--- src/rtl/cla_share_arbiter.sv ---
// Shares one carry-lookahead adder among N_REQ requesters through a round-robin arbiter.
// Granted operands are registered, added, and returned with the owner ID over valid/ready.

module param_cla #(
    parameter int WIDTH2 = 8
) (
    input  logic [WIDTH2-1:0] a_pi,
    input  logic [WIDTH2-1:0] b_pi,
    output logic [WIDTH2-1:0] sum_po
);
    logic [WIDTH2-1:0] gen_s;
    logic [WIDTH2-1:0] prop_s;
    logic [WIDTH2-1:0] carry_s;
    logic              term_s;

    assign gen_s  = a_pi & b_pi;
    assign prop_s = a_pi ^ b_pi;

    // Each carry is a flat sum-of-products of lower generate terms and the propagates above them.
    always_comb begin
        carry_s = '0;
        term_s  = 1'b0;
        for (int i = 1; i < WIDTH2; i++) begin
            for (int j = 0; j < i; j++) begin
                term_s = gen_s[j];
                for (int k = j + 1; k < i; k++) begin
                    term_s = term_s & prop_s[k];
                end
                carry_s[i] = carry_s[i] | term_s;
            end
        end
    end

    assign sum_po = prop_s ^ carry_s;
endmodule

module cla_share_arbiter #(
    parameter int WIDTH = 8,
    parameter int N_REQ = 4,
    parameter int ID_W  = $clog2(N_REQ)
) (
    input  logic                   clk_pi,
    input  logic                   rst_pi,
    input  logic [N_REQ-1:0]       req_pi,
    input  logic [N_REQ*WIDTH-1:0] a_pi,
    input  logic [N_REQ*WIDTH-1:0] b_pi,
    output logic [N_REQ-1:0]       gnt_po,
    output logic [WIDTH-1:0]       result_po,
    output logic                   carry_po,
    output logic [ID_W-1:0]        result_id_po,
    output logic                   result_valid_po,
    input  logic                   result_ready_pi,
    output logic                   busy_po
);
    typedef enum logic [1:0] {
        IDLE = 2'd0,
        ADD  = 2'd1,
        RESP = 2'd2
    } state_t;

    state_t            state_q, state_d;
    logic [ID_W-1:0]   ptr_q, ptr_d;
    logic [WIDTH-1:0]  op_a_q, op_a_d;
    logic [WIDTH-1:0]  op_b_q, op_b_d;
    logic [N_REQ-1:0]  gnt_q, gnt_d;
    logic [WIDTH-1:0]  result_q, result_d;
    logic              carry_q, carry_d;
    logic [ID_W-1:0]   id_q, id_d;
    logic              valid_q, valid_d;
    logic              busy_q, busy_d;

    logic              win_found_s;
    logic [ID_W-1:0]   win_idx_s;
    logic [WIDTH-1:0]  win_a_s;
    logic [WIDTH-1:0]  win_b_s;
    logic [N_REQ-1:0]  win_onehot_s;
    logic [WIDTH-1:0]  sum_s;

    param_cla #(.WIDTH2(WIDTH)) u_cla (
        .a_pi   (op_a_q),
        .b_pi   (op_b_q),
        .sum_po (sum_s)
    );

    // Lowest requester at or above ptr wins; if none, the lowest overall wins (wrap-around).
    always_comb begin
        win_found_s = 1'b0;
        win_idx_s   = '0;
        for (int i = N_REQ - 1; i >= 0; i--) begin
            if (req_pi[i]) begin
                win_found_s = 1'b1;
                win_idx_s   = ID_W'(i);
            end else begin
                win_idx_s   = win_idx_s;
            end
        end
        for (int i = N_REQ - 1; i >= 0; i--) begin
            if (req_pi[i] && (ID_W'(i) >= ptr_q)) begin
                win_idx_s = ID_W'(i);
            end else begin
                win_idx_s = win_idx_s;
            end
        end
    end

    // Operand slice and one-hot grant for the winning requester.
    always_comb begin
        win_a_s      = '0;
        win_b_s      = '0;
        win_onehot_s = '0;
        for (int i = 0; i < N_REQ; i++) begin
            if (win_idx_s == ID_W'(i)) begin
                win_a_s         = a_pi[i*WIDTH +: WIDTH];
                win_b_s         = b_pi[i*WIDTH +: WIDTH];
                win_onehot_s[i] = 1'b1;
            end else begin
                win_onehot_s[i] = 1'b0;
            end
        end
    end

    // Next-state and next-output computation for the IDLE/ADD/RESP sequence.
    always_comb begin
        state_d  = state_q;
        ptr_d    = ptr_q;
        op_a_d   = op_a_q;
        op_b_d   = op_b_q;
        gnt_d    = '0;
        result_d = result_q;
        carry_d  = carry_q;
        id_d     = id_q;
        valid_d  = valid_q;
        case (state_q)
            IDLE: begin
                if (win_found_s) begin
                    state_d = ADD;
                    op_a_d  = win_a_s;
                    op_b_d  = win_b_s;
                    id_d    = win_idx_s;
                    gnt_d   = win_onehot_s;
                    if (win_idx_s == ID_W'(N_REQ - 1)) begin
                        ptr_d = '0;
                    end else begin
                        ptr_d = win_idx_s + ID_W'(1);
                    end
                end else begin
                    state_d = IDLE;
                end
            end
            ADD: begin
                state_d  = RESP;
                result_d = sum_s;
                // A wrapped unsigned sum is always smaller than either operand.
                carry_d  = (sum_s < op_a_q);
                valid_d  = 1'b1;
            end
            RESP: begin
                if (result_ready_pi) begin
                    state_d = IDLE;
                    valid_d = 1'b0;
                end else begin
                    state_d = RESP;
                end
            end
            default: begin
                state_d = IDLE;
                valid_d = 1'b0;
            end
        endcase
        busy_d = (state_d != IDLE);
    end

    // State and registered outputs, cleared by the synchronous reset.
    always_ff @(posedge clk_pi) begin
        if (rst_pi) begin
            state_q  <= IDLE;
            ptr_q    <= '0;
            op_a_q   <= '0;
            op_b_q   <= '0;
            gnt_q    <= '0;
            result_q <= '0;
            carry_q  <= 1'b0;
            id_q     <= '0;
            valid_q  <= 1'b0;
            busy_q   <= 1'b0;
        end else begin
            state_q  <= state_d;
            ptr_q    <= ptr_d;
            op_a_q   <= op_a_d;
            op_b_q   <= op_b_d;
            gnt_q    <= gnt_d;
            result_q <= result_d;
            carry_q  <= carry_d;
            id_q     <= id_d;
            valid_q  <= valid_d;
            busy_q   <= busy_d;
        end
    end

    assign gnt_po          = gnt_q;
    assign result_po       = result_q;
    assign carry_po        = carry_q;
    assign result_id_po    = id_q;
    assign result_valid_po = valid_q;
    assign busy_po         = busy_q;
endmodule

--- config.mk ---
export PLATFORM = sky130hd
export DESIGN_NAME = cla_share_arbiter
export DESIGN_NICKNAME = d
export VERILOG_FILES = /design/src/rtl/cla_share_arbiter.sv
export SDC_FILE = /design/constraint.sdc
export NUM_CORES = 1
export LEC_CHECK = 0
export BUFFER_PORTS_ARGS = -buffer_cell sky130_fd_sc_hd__buf_2
export CAP_MARGIN = 10
export CORE_MARGIN = 5
export CORE_UTILIZATION = 53
export CTS_CLUSTER_DIAMETER = 40
export DETAILED_ROUTE_END_ITERATION = 12
export GPL_ROUTABILITY_DRIVEN = 0
export MAX_ROUTING_LAYER = met4
export PLACE_DENSITY = 0.86
export REMOVE_ABC_BUFFERS = 1
export SKIP_LAST_GASP = 1
export SYNTH_ARGS = -nofsm -noshare
export SYNTH_HDL_FRONTEND = slang
export SYNTH_SLANG_ARGS = --single-unit
--- constraint.sdc ---
create_clock -name clk_pi -period 6.46 [get_ports clk_pi]
set_clock_uncertainty 0.15 [all_clocks]
set_input_delay 1.938 -clock clk_pi [delete_from_list [all_inputs] [get_ports clk_pi]]
set_output_delay 1.938 -clock clk_pi [all_outputs]
set_load 0.1 [all_outputs]
Word-level counts from Yosys, hierarchy flattened
Index checks and enable logic that the tools add are counted.
{"block": "op_classes", "add_sub_neg": 1, "bitwise_logic": 47, "reduce_logical": 10, "order_cmp": 5, "muxes": 30, "eq_ne": 6}
{"operator": "8-bit 2-to-1 mux", "count": 8}
{"operator": "1-bit AND", "count": 21}
{"operator": "1-bit bitwise OR", "count": 21}
{"operator": "2-bit 2-to-1 mux", "count": 10}
{"operator": "8-bit XOR", "count": 2}
{"operator": "1-bit 2-to-1 mux", "count": 10}
{"operator": "8-bit less-than comparator", "count": 1}
{"operator": "7-bit AND", "count": 1}
{"operator": "2-bit equality test (second input constant)", "count": 3}
{"operator": "2-bit case mux with 3 select lines", "count": 1}
{"operator": "2-bit by 1-bit equality test with 1-bit output (second input constant)", "count": 2}
{"operator": "1-bit by 2-bit >= comparator with 1-bit output (first input constant)", "count": 2}
{"operator": "2-bit >= comparator (first input constant)", "count": 2}
{"operator": "1-bit logical AND", "count": 4}
{"operator": "2-bit zero test", "count": 2}
{"operator": "2-bit AND reduction", "count": 2}
{"operator": "1-bit case mux with 3 select lines", "count": 1}
{"operator": "3-bit OR reduction", "count": 1}
{"operator": "2-bit by 1-bit adder with 2-bit output (second input constant)", "count": 1}
{"operator": "2-bit != test (second input constant)", "count": 1}
{"operator": "1-bit NOT", "count": 2}
{"operator": "2-bit nonzero test", "count": 1}
{"block": "word_totals", "regBits": 37, "elab_cells": 109, "in_bits": 71, "out_inout_bits": 17}

Logic depth before layout (Yosys ltp)
{"block": "depth", "depth_word": 15, "mapped_depth": 12, "depth_no_buf": 12}

Cells and area by module
From an unflattened synthesis, not the netlist that was laid out.
{"block": "unflattened", "cells_unflattened": 305, "area_unflattened_um2": 2391.0}
{"mod": "cla_share_arbiter", "seq_area_each_um2": 740.7, "cells_each": 275, "area_per_inst_um2": 2118.3, "n_inst": 1}
{"mod": "param_cla", "seq_area_each_um2": 0.0, "cells_each": 30, "area_per_inst_um2": 272.8, "n_inst": 1}

Least setup slack after synthesis
Ideal clock, no wire load.
{"block": "synth_path", "path_type": "in2reg", "startpoint": "input port req_pi[1]", "endpoint": "register op_a_q[5]", "required_time_ns": 6.178, "setup_slack_ns": 2.503, "arrival_ns": 3.674, "setup_time_ns": 0.132, "path_stages": 11, "path_buffers": 1, "cell_sequence": "inv_1 > a221o_1 > a21oi_1 > inv_1 > ha_1 > nor2b_2 > buf_4 > a221oi_1 > nor3_1 > a21oi_1 > a21oi_1"}
{"block": "synth_between", "elab_chain_len": 11, "elab_cells_between_ends": 18, "cone_classes": "eq/ne (3); mux (12); reduce/logical (3)"}
{"element": "from (decl)", "line_no": "44", "source": "input logic [N_REQ-1:0] req_pi,"}
{"element": "2-bit 2-to-1 mux (2 in a row)", "line_no": "90", "source": "if (req_pi[i]) begin"}
{"element": "2-bit 2-to-1 mux (2 in a row)", "line_no": "98", "source": "if (req_pi[i] && (ID_W'(i) >= ptr_q)) begin"}
{"element": "2-bit 2-to-1 mux * (2 in a row)", "line_no": "98"}
{"element": "named net win_idx_s[0]", "line_no": "73", "source": "logic [ID_W-1:0] win_idx_s;"}
{"element": "2-bit zero test", "line_no": "112", "source": "if (win_idx_s == ID_W'(i)) begin"}
{"element": "8-bit 2-to-1 mux (3 in a row)", "line_no": "112"}
{"element": "8-bit 2-to-1 mux *", "line_no": "112"}
{"element": "to (signal assigned)", "line_no": "189", "source": "op_a_q <= op_a_d;"}
{"element": "to (decl)", "line_no": "63", "source": "logic [WIDTH-1:0] op_a_q, op_a_d;"}
The timed path passes the listed nets; every way through them passes the cells marked *.
A chain may end at the register's enable or synchronous reset.

Worst setup path in the final report
{"block": "layout_path", "startpoint": "input port req_pi[1]", "endpoint": "register op_b_q[4]"}
{"block": "layout_between", "elab_chain_len": 11, "elab_cells_between_ends": 18, "cone_classes": "eq/ne (3); mux (12); reduce/logical (3)"}
{"element": "2-bit 2-to-1 mux (2 in a row)", "line_no": "90"}
{"element": "2-bit 2-to-1 mux (2 in a row)", "line_no": "98"}
{"element": "2-bit 2-to-1 mux * (2 in a row)", "line_no": "98"}
{"element": "named net win_idx_s[0]", "line_no": "73"}
{"element": "2-bit zero test", "line_no": "112"}
{"element": "8-bit 2-to-1 mux (3 in a row)", "line_no": "112"}
{"element": "8-bit 2-to-1 mux *", "line_no": "112"}
{"element": "to (signal assigned)", "line_no": "190", "source": "op_b_q <= op_b_d;"}
{"element": "to (decl)", "line_no": "64", "source": "logic [WIDTH-1:0] op_b_q, op_b_d;"}
Marks and branches as above.

==> results.json <==
{
  "cts_sinks": 37,
  "postCtsSetupRepairBufs": 0,
  "setup_violations": 0,
  "ys_ff_latch": 37,
  "cp_num_buf_inv": 2,
  "grt_pass1_wl_mm": 8.845,
  "drt_first_iter_violations": 74,
  "power_mw": 0.9570,
  "avgSynthCellArea_um2": 8.124,
  "cts_hold_buffers": 0,
  "grt_usage_pct": 20.76,
  "synth.yosys.warnings": 0,
  "cts_tree": "yes",
  "route.detailed.drc": 0,
  "diodes": 0,
  "grt_pass1_vias": 2180,
  "crit_required_ns": 6.48,
  "cp_max_fo": 19,
  "async_flop_share_pct": 0,
  "synth.area.top_cells": "dfxtp_1 (32%), ha_1 (11%), a21oi_1 (10%)",
  "antenna_found_initial": 0,
  "clockBufferDepth": 2,
  "num_io_pins": 88,
  "die_w_um": 75.75,
  "post-synth-top-count-cell": "a21oi_1",
  "crit_chain": "buf_2 > inv_1 > a221o_1 > a21oi_1 > ha_1 > nor2b_2 > a221oi_1 > nor3_1 > a21oi_1 > a21oi_1",
  "dp_hpwl_mm": 4.251,
  "maxCapViolations": 0,
  "ys_seq_area_share_pct": 32.33,
  "period_share_pct": 67.75,
  "tightestPinTransition_ns": 1.041,
  "layout-drive-gt1-share_pct": 28.97,
  "row_count": 24,
  "core-area_um2": 4264,
  "die_h_um": 75.75,
  "max_slew_margin_pct": 30.59,
  "slowest_delay_ns": 0.66,
  "synth_edf_count": 0,
  "path_delay_family": "compound AO/OA/AOI/OAI gates",
  "cts_root_buf": "clkbuf_8",
  "synth_top_area_share_pct": 32.33,
  "end_kind": "flip-flop",
  "port_buffers": 87,
  "tns_ns": 0,
  "fmax_mhz": 228.5,
  "fill_cells": 385,
  "area_delta_synth_final_pct": 24.36,
  "leakage_nw": 1.341,
  "hold_path.class": "reg -> reg",
  "grt_overflow_total": 0,
  "initial_core_util_pct": 53.73,
  "yosys.area.top_type": "dfxtp_1",
  "rsz0062_at_grt": "false",
  "firstDrtPassIters": 4,
  "drt_wl_total_mm": 5.616,
  "die_area_um2": 5737,
  "synthFlopType": "dfxtp_1",
  "cts_resized": 0,
  "routedWlPerCell_um": 13.66,
  "routed_via_density": 5.625,
  "synth_common_cells": "a21oi_1 (47), dfxtp_1 (37), o21ai_0 (21)",
  "cts_max_level": 2,
  "drv_slew": 0,
  "clk_pin_slew_ns": 0.08,
  "hold_viol": 0,
  "grt_max_degree": 42,
  "crit_path_top_delay_cell": "ha_1",
  "clkLatencyLatePin_ns": 0.30,
  "path_class": "in -> reg",
  "netlist_instances": 282,
  "numCtsBuffers": 5,
  "power.density_nw_per_um2": 335.9,
  "synth_area_um2": 2291,
  "cp_common_cell": "a21oi_1",
  "vdd_drop_max_uv": 173.9,
  "vias": 2312,
  "fin_crit_ns": 4.376,
  "crit_arrival_ns": 4.40,
  "startpoint_type": "primary input",
  "final_nets": 450,
  "synth_cell_type_count": 43,
  "drtAntennaViolNets": 0,
  "outcome": "finished, final reports clean"
}
## worst paths after layout
path,from,to,slack (ns),depth (start not counted)
max,req_pi[1],op_b_q[4],2.08,10
min,result_po[0],result_po[0],0.30,2
max reg2reg,ptr_q[0],op_b_q[4],3.42,9
min reg2reg,result_po[0],result_po[0],0.30,2
## where the power goes
group	total, mW	switching [mW]	internal [mW]
logic	0.452	0.293	0.159
registers	0.292	0.0259	0.266
clock network	0.213	0.0871	0.126
total	0.957	0.406	0.551
## layer usage
layer	GRT usage [%]	vias to the layer above	routed length (µm)
met3	4.749	8	405
met2	37.45	76	2939
met5	-	-	0
met4	8.155	0	76
met1	21.63	1058	2195
li1	-	1170	-
## cells in the final DEF (no fill, tap or decap), types with 4 or more instances in the layout
cell	instances
o21ai_0	21
and3_1	4
nor2b_1	17
ha_1	20
nor2_1	9
a221oi_1	15
nor3_1	17
buf_2	87
a21oi_1	47
nand2_1	18
inv_1	18
dfxtp_1	37
clkbuf_8	6
## worst register-to-register path, cell delays in order, from the launching register on
cell,delay (ns)
dfxtp_1,0.38
inv_1,0.07
a221o_1,0.31
a21oi_1,0.36
ha_1,0.66
nor2b_2,0.29
a221oi_1,0.31
nor3_1,0.07
a21oi_1,0.20
a21oi_1,0.11
## state kept, by name (all words and copies together) (netlist names)
name,cells
carry_po,1
ptr_q,2
result_id_po,2
state_q,2
busy_po,1
result_valid_po,1
op_a_q,8
op_b_q,8
gnt_po,4
result_po,8
## stage by stage
stage / std cells / worst slack (ns) / instance area (µm²) / util [%] / hold slack, ns
floorplan: 263 / 2.359 / 2210 / - / 0.3177
global placement: 403 / 1.908 / 2729 / 64.00 / 0.2932
detailed placement: 403 / 1.793 / 2729 / 64.00 / 0.2967
CTS: 411 / 2.095 / 2849 / 66.81 / 0.3084
global route: 411 / 1.865 / 2849 / 66.81 / 0.3309
finish: 411 / 2.084 / 2849 / 66.81 / 0.3036
## final cells by class
class,instances,area [µm²],share of cell area [%]
multi-input combinational,208,1413,49.58
sequential,37,740.7,26.00
clock buffer,6,82.58,2.899
timing repair buffer,88,442.9,15.55
clock inverter,2,37.54,1.318
tap,52,65.06,2.284
inverter,18,67.56,2.372
## cell families after synthesis
family                   synth area share [%]
AO/OA/AOI/OAI                           29.44
AND/OR/NAND/NOR                         17.59
buffers and inverters                   6.499
flip-flops                              32.33
adder cells (fa/ha/maj)                 11.80
XOR/XNOR                                1.912
multiplexers                           0.4369
(Power assumes the default switching activity.)
